File: src/rtl/pipe_ctrl_pkg.sv
`default_nettype none
// ============================================================================
// Module      : pipe_ctrl_pkg
// Description : Shared definitions for the pipeline controller: stage indices
//               of the four pipeline registers and the controller state codes.
// Revision    : 1.0 - initial release
// ============================================================================
package pipe_ctrl_pkg;

   // Pipeline register indices (bit positions in hold/flush vectors)
   localparam int STG_IFID  = 0;
   localparam int STG_IDEX  = 1;
   localparam int STG_EXMEM = 2;
   localparam int STG_MEMWB = 3;

   // Controller sequencing states
   typedef enum logic [1:0] {
      ST_RUN    = 2'd0,
      ST_DRAIN  = 2'd1,
      ST_HALTED = 2'd2
   } state_e;

endpackage
`default_nettype wire

File: src/rtl/pipe_ctrl_cnt.sv
`default_nettype none
// ============================================================================
// Module      : pipe_ctrl_cnt
// Description : Loadable down-counter with decrement enable and zero flag.
//               Load has priority over decrement; the count saturates at 0.
// Revision    : 1.0 - initial release
// ============================================================================
module pipe_ctrl_cnt #(
   parameter int W = 3
) (
   input  logic         clk,
   input  logic         rst_n,
   input  logic         load_i,
   input  logic [W-1:0] load_val_i,
   input  logic         en_i,
   output logic         zero_o
);

   logic [W-1:0] cnt_q;
   logic [W-1:0] cnt_d;

   // Next count: reload wins, otherwise step down until zero
   always_comb begin
      cnt_d = cnt_q;
      if (load_i) begin
         cnt_d = load_val_i;
      end else if (en_i && (cnt_q != '0)) begin
         cnt_d = cnt_q - W'(1);
      end
   end

   // Count register, cleared by reset
   always_ff @(posedge clk or negedge rst_n) begin
      if (!rst_n) begin
         cnt_q <= '0;
      end else begin
         cnt_q <= cnt_d;
      end
   end

   assign zero_o = (cnt_q == '0);

endmodule
`default_nettype wire

File: src/rtl/pipe_ctrl.sv
`default_nettype none
// ============================================================================
// Module      : pipe_ctrl
// Description : Hazard and sequencing controller for the four pipeline
//               registers of the 5-stage core. Prioritises stall, trap,
//               multicycle busy, branch and load-use events, forces fetch
//               refill after redirects and sequences the debug halt drain.
// Revision    : 1.0 - initial release
// ============================================================================
module pipe_ctrl
   import pipe_ctrl_pkg::*;
#(
   parameter int REFILL_CYC = 1,
   parameter int DRAIN_CYC  = 4,
   parameter int CNT_W      = 32
) (
   input  logic             clk,
   input  logic             rst_n,
   input  logic             mem_stall_i,
   input  logic             trap_i,
   input  logic             ex_busy_i,
   input  logic             branch_taken_i,
   input  logic             load_use_i,
   input  logic             halt_req_i,
   input  logic             resume_i,
   output logic [3:0]       hold_o,
   output logic [3:0]       flush_o,
   output logic             pc_hold_o,
   output logic             redirect_o,
   output logic             halted_o,
   output logic [CNT_W-1:0] stall_cnt_o
);

   localparam int DRAIN_W = (DRAIN_CYC < 1) ? 1 : $clog2(DRAIN_CYC + 1);

   state_e           state_q, state_d;
   logic             halted_q, halted_d;
   logic [CNT_W-1:0] stall_cnt_q, stall_cnt_d;

   logic [3:0] hold;
   logic [3:0] flush;
   logic       pc_hold;
   logic       redirect;
   logic       refill_zero;
   logic       drain_zero;
   logic       drain_load;
   logic       drain_en;

   // Event arbitration plus refill/drain/halt overlays on the register controls
   always_comb begin
      hold     = '0;
      flush    = '0;
      pc_hold  = 1'b0;
      redirect = 1'b0;
      if (mem_stall_i) begin
         // MEM instruction waits; trap/branch are re-presented next cycle
         hold[STG_IFID]   = 1'b1;
         hold[STG_IDEX]   = 1'b1;
         hold[STG_EXMEM]  = 1'b1;
         flush[STG_MEMWB] = 1'b1;
         pc_hold          = 1'b1;
      end else if (trap_i) begin
         flush    = 4'b1111;
         redirect = 1'b1;
      end else if (ex_busy_i) begin
         hold[STG_IFID]   = 1'b1;
         hold[STG_IDEX]   = 1'b1;
         flush[STG_EXMEM] = 1'b1;
         pc_hold          = 1'b1;
      end else if (branch_taken_i) begin
         flush[STG_IFID]  = 1'b1;
         flush[STG_IDEX]  = 1'b1;
         redirect         = 1'b1;
      end else if (load_use_i) begin
         hold[STG_IFID]   = 1'b1;
         flush[STG_IDEX]  = 1'b1;
         pc_hold          = 1'b1;
      end
      // Fetch has not produced a valid instruction yet after a redirect
      if (!refill_zero) begin
         flush[STG_IFID] = 1'b1;
         hold[STG_IFID]  = 1'b0;
      end
      if (state_q == ST_DRAIN) begin
         pc_hold         = 1'b1;
         flush[STG_IFID] = 1'b1;
      end
      if (state_q == ST_HALTED) begin
         hold     = '0;
         flush    = 4'b0001;
         pc_hold  = 1'b1;
         redirect = 1'b0;
      end
      hold = hold & ~flush;
      if (redirect) begin
         pc_hold = 1'b0;
      end
   end

   // Next-state logic for RUN/DRAIN/HALTED and drain counter control
   always_comb begin
      state_d    = state_q;
      drain_load = 1'b0;
      drain_en   = 1'b0;
      case (state_q)
         ST_RUN: begin
            if (halt_req_i && !redirect) begin
               state_d    = ST_DRAIN;
               drain_load = 1'b1;
            end
         end
         ST_DRAIN: begin
            if (!halt_req_i) begin
               state_d = ST_RUN;
            end else if (redirect) begin
               drain_load = 1'b1;
            end else if (drain_zero) begin
               state_d = ST_HALTED;
            end else begin
               drain_en = !mem_stall_i && !ex_busy_i;
            end
         end
         ST_HALTED: begin
            if (resume_i) begin
               state_d = ST_RUN;
            end
         end
         default: state_d = ST_RUN;
      endcase
   end

   // Halt status and stall performance counter next values
   always_comb begin
      halted_d    = (state_d == ST_HALTED);
      stall_cnt_d = stall_cnt_q;
      if (pc_hold && (state_q != ST_HALTED)) begin
         stall_cnt_d = stall_cnt_q + CNT_W'(1);
      end
   end

   // State, halt flag and stall counter registers
   always_ff @(posedge clk or negedge rst_n) begin
      if (!rst_n) begin
         state_q     <= ST_RUN;
         halted_q    <= 1'b0;
         stall_cnt_q <= '0;
      end else begin
         state_q     <= state_d;
         halted_q    <= halted_d;
         stall_cnt_q <= stall_cnt_d;
      end
   end

   pipe_ctrl_cnt #(.W(3)) u_refill_cnt (
      .clk        (clk),
      .rst_n      (rst_n),
      .load_i     (redirect),
      .load_val_i (3'(REFILL_CYC)),
      .en_i       (!mem_stall_i),
      .zero_o     (refill_zero)
   );

   pipe_ctrl_cnt #(.W(DRAIN_W)) u_drain_cnt (
      .clk        (clk),
      .rst_n      (rst_n),
      .load_i     (drain_load),
      .load_val_i (DRAIN_W'(DRAIN_CYC)),
      .en_i       (drain_en),
      .zero_o     (drain_zero)
   );

   // While reset is held the pipeline is forced to its default contents
   assign hold_o      = rst_n ? hold     : 4'b0000;
   assign flush_o     = rst_n ? flush    : 4'b1111;
   assign pc_hold_o   = rst_n ? pc_hold  : 1'b1;
   assign redirect_o  = rst_n ? redirect : 1'b0;
   assign halted_o    = halted_q;
   assign stall_cnt_o = stall_cnt_q;

endmodule
`default_nettype wire
File: config.mk
export PLATFORM = sky130hd
export DESIGN_NAME = pipe_ctrl
export DESIGN_NICKNAME = d
export VERILOG_FILES = /design/src/rtl/pipe_ctrl_pkg.sv /design/src/rtl/pipe_ctrl_cnt.sv /design/src/rtl/pipe_ctrl.sv
export SDC_FILE = /design/constraint.sdc
export NUM_CORES = 1
export LEC_CHECK = 0
export ABC_AREA = 1
export CAP_MARGIN = 40
export CORE_MARGIN = 2
export CORE_UTILIZATION = 56
export DETAILED_ROUTE_END_ITERATION = 8
export HOLD_SLACK_MARGIN = 0.08
export PLACE_DENSITY = 0.85
export RECOVER_POWER = 100
export SLEW_MARGIN = 0
export SYNTH_ARGS = -nofsm -noshare
export SYNTH_HDL_FRONTEND = slang
export SYNTH_SLANG_ARGS = --single-unit
File: constraint.sdc
create_clock -name clk -period 2.4 [get_ports clk]
set_clock_uncertainty 0.05 [all_clocks]
set_input_delay 0.36 -clock clk [delete_from_list [all_inputs] [get_ports clk]]
set_output_delay 0.36 -clock clk [all_outputs]
set_load 0.02 [all_outputs]
* Yosys cells after proc, flatten, opt, wreduce, memory -nomap -nowiden
Index checks and enable logic that the tools add are counted.
Word-level totals: register bits after elaboration 41, output and inout bits 43
Cells by class: add/sub/neg operators 3, equality and inequality tests 4, multiplexer cells 50, bitwise logic cells 2, reduce and logical (&&, ||, !) cells 15
Operators with widths (number):
- $add 32x1->32 const B | 1
- $mux 1 | 30
- $mux 3 | 7
- $mux 2 | 8
- $mux 4 | 3
- $logic_not 3->1 | 2
- $pmux 2 s3 | 1
- $reduce_bool 3->1 | 2
- $sub 3x1->3 const B | 2
- $logic_and 1x1->1 | 5
- $and 4x4->4 | 1
- $eq 2x2->1 const B | 2
- $not 4->4 | 1
- $reduce_bool 2->1 | 2
- $logic_not 1->1 | 3
- $eq 2x1->1 const B | 1
- $logic_not 2->1 | 1
- $ne 2x2->1 const B | 1
- $pmux 1 s2 | 1

* Depth between registers and ports, before layout
Gate-level depths: netlist of run 1.
depth after elaboration 11, depth in mapped cells 10, gate-level depth less buffers 10

* Hierarchy
From an unflattened synthesis of run 1, not the netlist that was laid out.
Unflattened totals: cell total of the unflattened synthesis 433, area total of the unflattened synthesis 2836.5 sq um
Modules (own cells, without submodules):
- pipe_ctrl | times used 1, cells each 379, area an instance 2451.1 sq um
- pipe_ctrl_cnt | times used 2, cells each 27, area an instance 192.7 sq um

* Least setup slack after synthesis of run 1
No wires, ideal clock.
path type register -> output, from register state_q[1], to output port flush_o[1], arrival 1.271 ns, required time 1.990 ns, setup slack 0.719 ns, cell stages (with the launch flop) 6, path buffers 0, path through dfrtp_1 > nand2_2 > inv_1 > nor2_1 > o31ai_1 > o21ai_0
On the way: word-level cells in the longest chain between the ends 3
RTL lines:
- from (decl) | RTL line pipe_ctrl.sv:36 | state_e state_q, state_d;
- from (signal assigned) | RTL line pipe_ctrl.sv:148 | state_q <= state_d;
- $eq 2x2->1 | RTL line pipe_ctrl.sv:88 | if (state_q == ST_HALTED) begin
- $mux 4 | RTL line pipe_ctrl.sv:88
- $mux 4 | RTL line pipe_ctrl.sv:174 | assign flush_o = rst_n ? flush : 4'b1111;
- to (decl) | RTL line pipe_ctrl.sv:27 | output logic [3:0] flush_o,
Every way passes these cells.

* Final worst setup path of run 1
from input port trap_i, to output port pc_hold_o
On the way: word-level cells in the longest chain between the ends 6, elaborated cells on any way between the ends 9, those cells by class 9 x mux
RTL lines:
- from (decl) | RTL line pipe_ctrl.sv:20 | input logic trap_i,
- $mux 1 | RTL line pipe_ctrl.sv:62 | end else if (trap_i) begin
- $mux 1 | RTL line pipe_ctrl.sv:55 | if (mem_stall_i) begin
- $mux 1 | RTL line pipe_ctrl.sv:84 | if (state_q == ST_DRAIN) begin
- $mux 1 | RTL line pipe_ctrl.sv:88
- $mux 1 (*) | RTL line pipe_ctrl.sv:95 | if (redirect) begin
- $mux 1 (*) | RTL line pipe_ctrl.sv:175 | assign pc_hold_o = rst_n ? pc_hold : 1'b1;
- to (decl) | RTL line pipe_ctrl.sv:28 | output logic pc_hold_o,
Every way passes the cells marked *; elsewhere a longest branch is shown, timed or not.

==> impl_metrics.py, run 1 <==
metrics = {
    "worst_setup_path": {
        "critPathLaunchType": "input port",
        "critPathKind": "in -> out",
        "cp_max_fo": 4,
        "worstPathArrival_ns": 1.89,
        "end_kind": "primary output",
        "worstPathRequired_ns": 1.99,
    },
    "grt": {
        "grt_pass1_wl_um": 11220,
        "grt_max_degree": 22,
        "grt_pass1_vias": 2522,
        "gr-total-overflow": 0,
        "antenna_found_initial": 0,
        "grt_usage_pct": 26.92,
    },
    "drt": {
        "routed-wl-met3_um": 456,
        "wl_met1_um": 3203,
        "ant_nets": 0,
        "wire_per_inst_um": 12.60,
        "drtIter0Drc": 211,
        "vias": 2836,
        "drc": 0,
        "top_layer": "met4",
        "wl_met2_um": 3102,
        "drt_wl_total_um": 6857,
        "routed_via_density": 5.213,
        "drt-pass1-iter-count": 5,
    },
    "layout": {
        "layoutNonFillerInstCount": 544,
        "layout_commonest_cell": "nand2_1",
        "regArea_um2": 1026,
        "antenna_cells": 0,
        "fillers": 391,
        "final_net_count": 491,
        "most-common-layout-cells": "nand2_1, nor2_1, dfrtp_1",
        "area.growth.synth_to_final_pct": 23.45,
        "fin_util_pct": 71.39,
        "fin_area_um2": 3372,
        "multiInputGateArea_um2": 1471,
        "drive_gt1_share_pct": 5.660,
    },
    "timing": {
        "slew_violations": 0,
        "period_share_pct": 95.90,
        "setup_violations": 0,
        "period_needed_ns": 2.301,
        "finalHoldViolCount": 0,
        "whs_ns": 0.3071,
        "worstMarginPinSlew_ns": 1.090,
        "fmax_ghz": 0.4345,
        "rsz0062_at_grt": "false",
        "relSlewSlack_pct": 27.33,
    },
    "cts": {
        "cts_tree": "done",
        "cts_buffers": 5,
        "path_clk_slew_ns": 0.07,
        "htreeDepth": 2,
        "clk_latency_ns": 0.30,
        "clock-sinks": 41,
        "cts_max_path_buffers": 2,
        "post-cts-setup-buffers": 0,
        "cts_root_buffer": "clkbuf_8",
    },
    "logic_synthesis": {
        "yosysSeqAreaShare_pct": 37.56,
        "netlist_instances": 416,
        "yosysUniqueCellTypes": 28,
        "synth-seq-cells": 41,
        "synth_edf_count": 0,
        "ys.flop_type": "dfrtp_1",
        "synth_nets": 430,
        "avgSynthCellArea_um2": 6.566,
        "netlist_area_um2": 2731,
        "synth-async-reset-ratio_pct": 100.0,
        "ys_warn_count": 0,
    },
    "power": {
        "powerDensity_nw_per_um2": 557.0,
        "p_sw_share_pct": 35.03,
        "p_sw_w": 0.0006580,
        "peakVddDrop_mv": 0.5628,
        "clock_power_share_pct": 24.1,
        "internal_power_w": 0.001220,
        "p_leak_nw": 1.668,
        "power_frac_seq_pct": 44.8,
        "share_comb_of_total_power_pct": 31.1,
    },
    "floorplan": {
        "io_pins": 52,
        "dieArea_um2": 5452,
        "start_util_pct": 57.83,
        "die_y_um": 73.84,
        "die_x_um": 73.84,
        "rows": 25,
        "core_um2": 4723,
    },
    "place": {
        "postPlaceCellArea_um2": 3331,
        "gp_congestion": 0.8783,
        "io_buffer_count": 50,
        "dp_cells": 536,
        "dpl.hpwl_um": 5167,
    },
    "outcome": {
        "status": "complete, no violations",
    },
    "min_path": {
        "hp-class": "in -> async",
    },
    "job": {
        "cap_violations": 0,
    },
}
## layer usage
layer	track usage, %	vias up
met4	9.697	0
met2	41.37	111
met5	0	-
li1	-	1406
met3	5.761	13
met1	37.34	1306
## critical path, stage by stage
cell,delay [ns]
clkdlybuf4s50_1,0.54
inv_2,0.07
a21oi_2,0.16
nand3_1,0.13
o21ai_0,0.21
nand2_1,0.09
dlygate4sd2_1,0.33
## through the flow
step           setup slack (ns)  TNS [ns]  power [W]
4_1_cts                 0.01126         0   0.001917
5_1_grt                 0.01263         0   0.002007
3_5_place_dp           -0.01191  -0.01191   0.001467
3_3_place_gp            0.05127         0   0.001447
6_report                0.09851         0   0.001878
2_1_floorplan            0.7191         0   0.001239
## state kept, by name, summed over array words and instances, names as in the netlist
register / cells
state_q: 2
stall_cnt_o: 32
u_refill_cnt.cnt_q: 3
u_drain_cnt.cnt_q: 3
halted_o: 1
## cells in the mapped netlist, types with 4 or more instances
master,n,area share [%]
nand2_1,183,25
nor2_1,61,8.4
dfrtp_1,41,38
inv_1,35,4.8
nand3_1,15,2.7
nand3b_1,10,2.7
nand4_1,9,2.1
o21ai_1,9,1.6
o21ai_0,6,1.1
xor2_1,6,1.9
ha_1,5,2.3
inv_2,5,0.69
buf_4,4,1.1
nor2_2,4,0.92
xnor2_1,4,1.3
## final cells by class
type	instances	share of cell area, %
clock buffer	7	2.560
inverter	41	4.564
multi-input combinational	326	43.64
sequential	41	30.43
tap	67	2.486
timing repair buffer	62	16.33
## what timing repair did
| item | in CTS | in global routing |
|---|---|---|
| resized for setup | 1 | 3 |
| setup endpoints to repair | 1 | 3 |
| hold endpoints to repair | 7 | 0 |
| hold buffers | 1 | 0 |
## cell families (layout without fill, tap and decap cells)
| group | count (synthesis) | after routing | synth area share, % |
|---|---|---|---|
| simple gates | 290 | 290 | 44.71 |
| buf+inv | 49 | 110 | 7.925 |
| flops | 41 | 41 | 37.56 |
| compound gates | 20 | 20 | 4.169 |
| xor+xnor | 10 | 10 | 3.206 |
| fa+ha+maj | 5 | 5 | 2.290 |
| other cells | 1 | 1 | 0.1373 |
## power groups by stage
stage / registers, W / logic, W / clock network, W
final: 0.000841 / 0.000584 / 0.000453
after global routing: 0.000854 / 0.000657 / 0.000496
after CTS: 0.000843 / 0.000618 / 0.000456
after detailed placement: 0.000856 / 0.000612 / 0
after global placement: 0.000850 / 0.000597 / 0
after floorplan: 0.000893 / 0.000346 / 0
## final timing paths
| kind | to | cells after the start | slack, ns | from |
|---|---|---|---|---|
| setup / recovery | pc_hold_o | 7 | 0.1 | trap_i |
| hold / removal | stall_cnt_o[15]$_DFFE_PN0P_ | 2 | 0.31 | rst_n |
| setup reg to reg | stall_cnt_o[3]$_DFFE_PN0P_ | 8 | 0.32 | state_q[0]$_DFF_PN0_ |
| hold reg to reg | u_drain_cnt.cnt_q[2]$_DFFE_PN0P_ | 2 | 0.45 | u_drain_cnt.cnt_q[2]$_DFFE_PN0P_ |
| max in group asynchronous | stall_cnt_o[26]$_DFFE_PN0P_ | 2 | 1.21 | rst_n |
| min in group clk | u_drain_cnt.cnt_q[2]$_DFFE_PN0P_ | 2 | 0.45 | u_drain_cnt.cnt_q[2]$_DFFE_PN0P_ |
No activity file was read; power rests on OpenSTA's default activity.
==> run 2, diff against run 1 <==
CTS_CLUSTER_DIAMETER = 80   (was default)
==> results of run 2 <==
The final DEF is identical to that of run 1; final timing and power are the same.
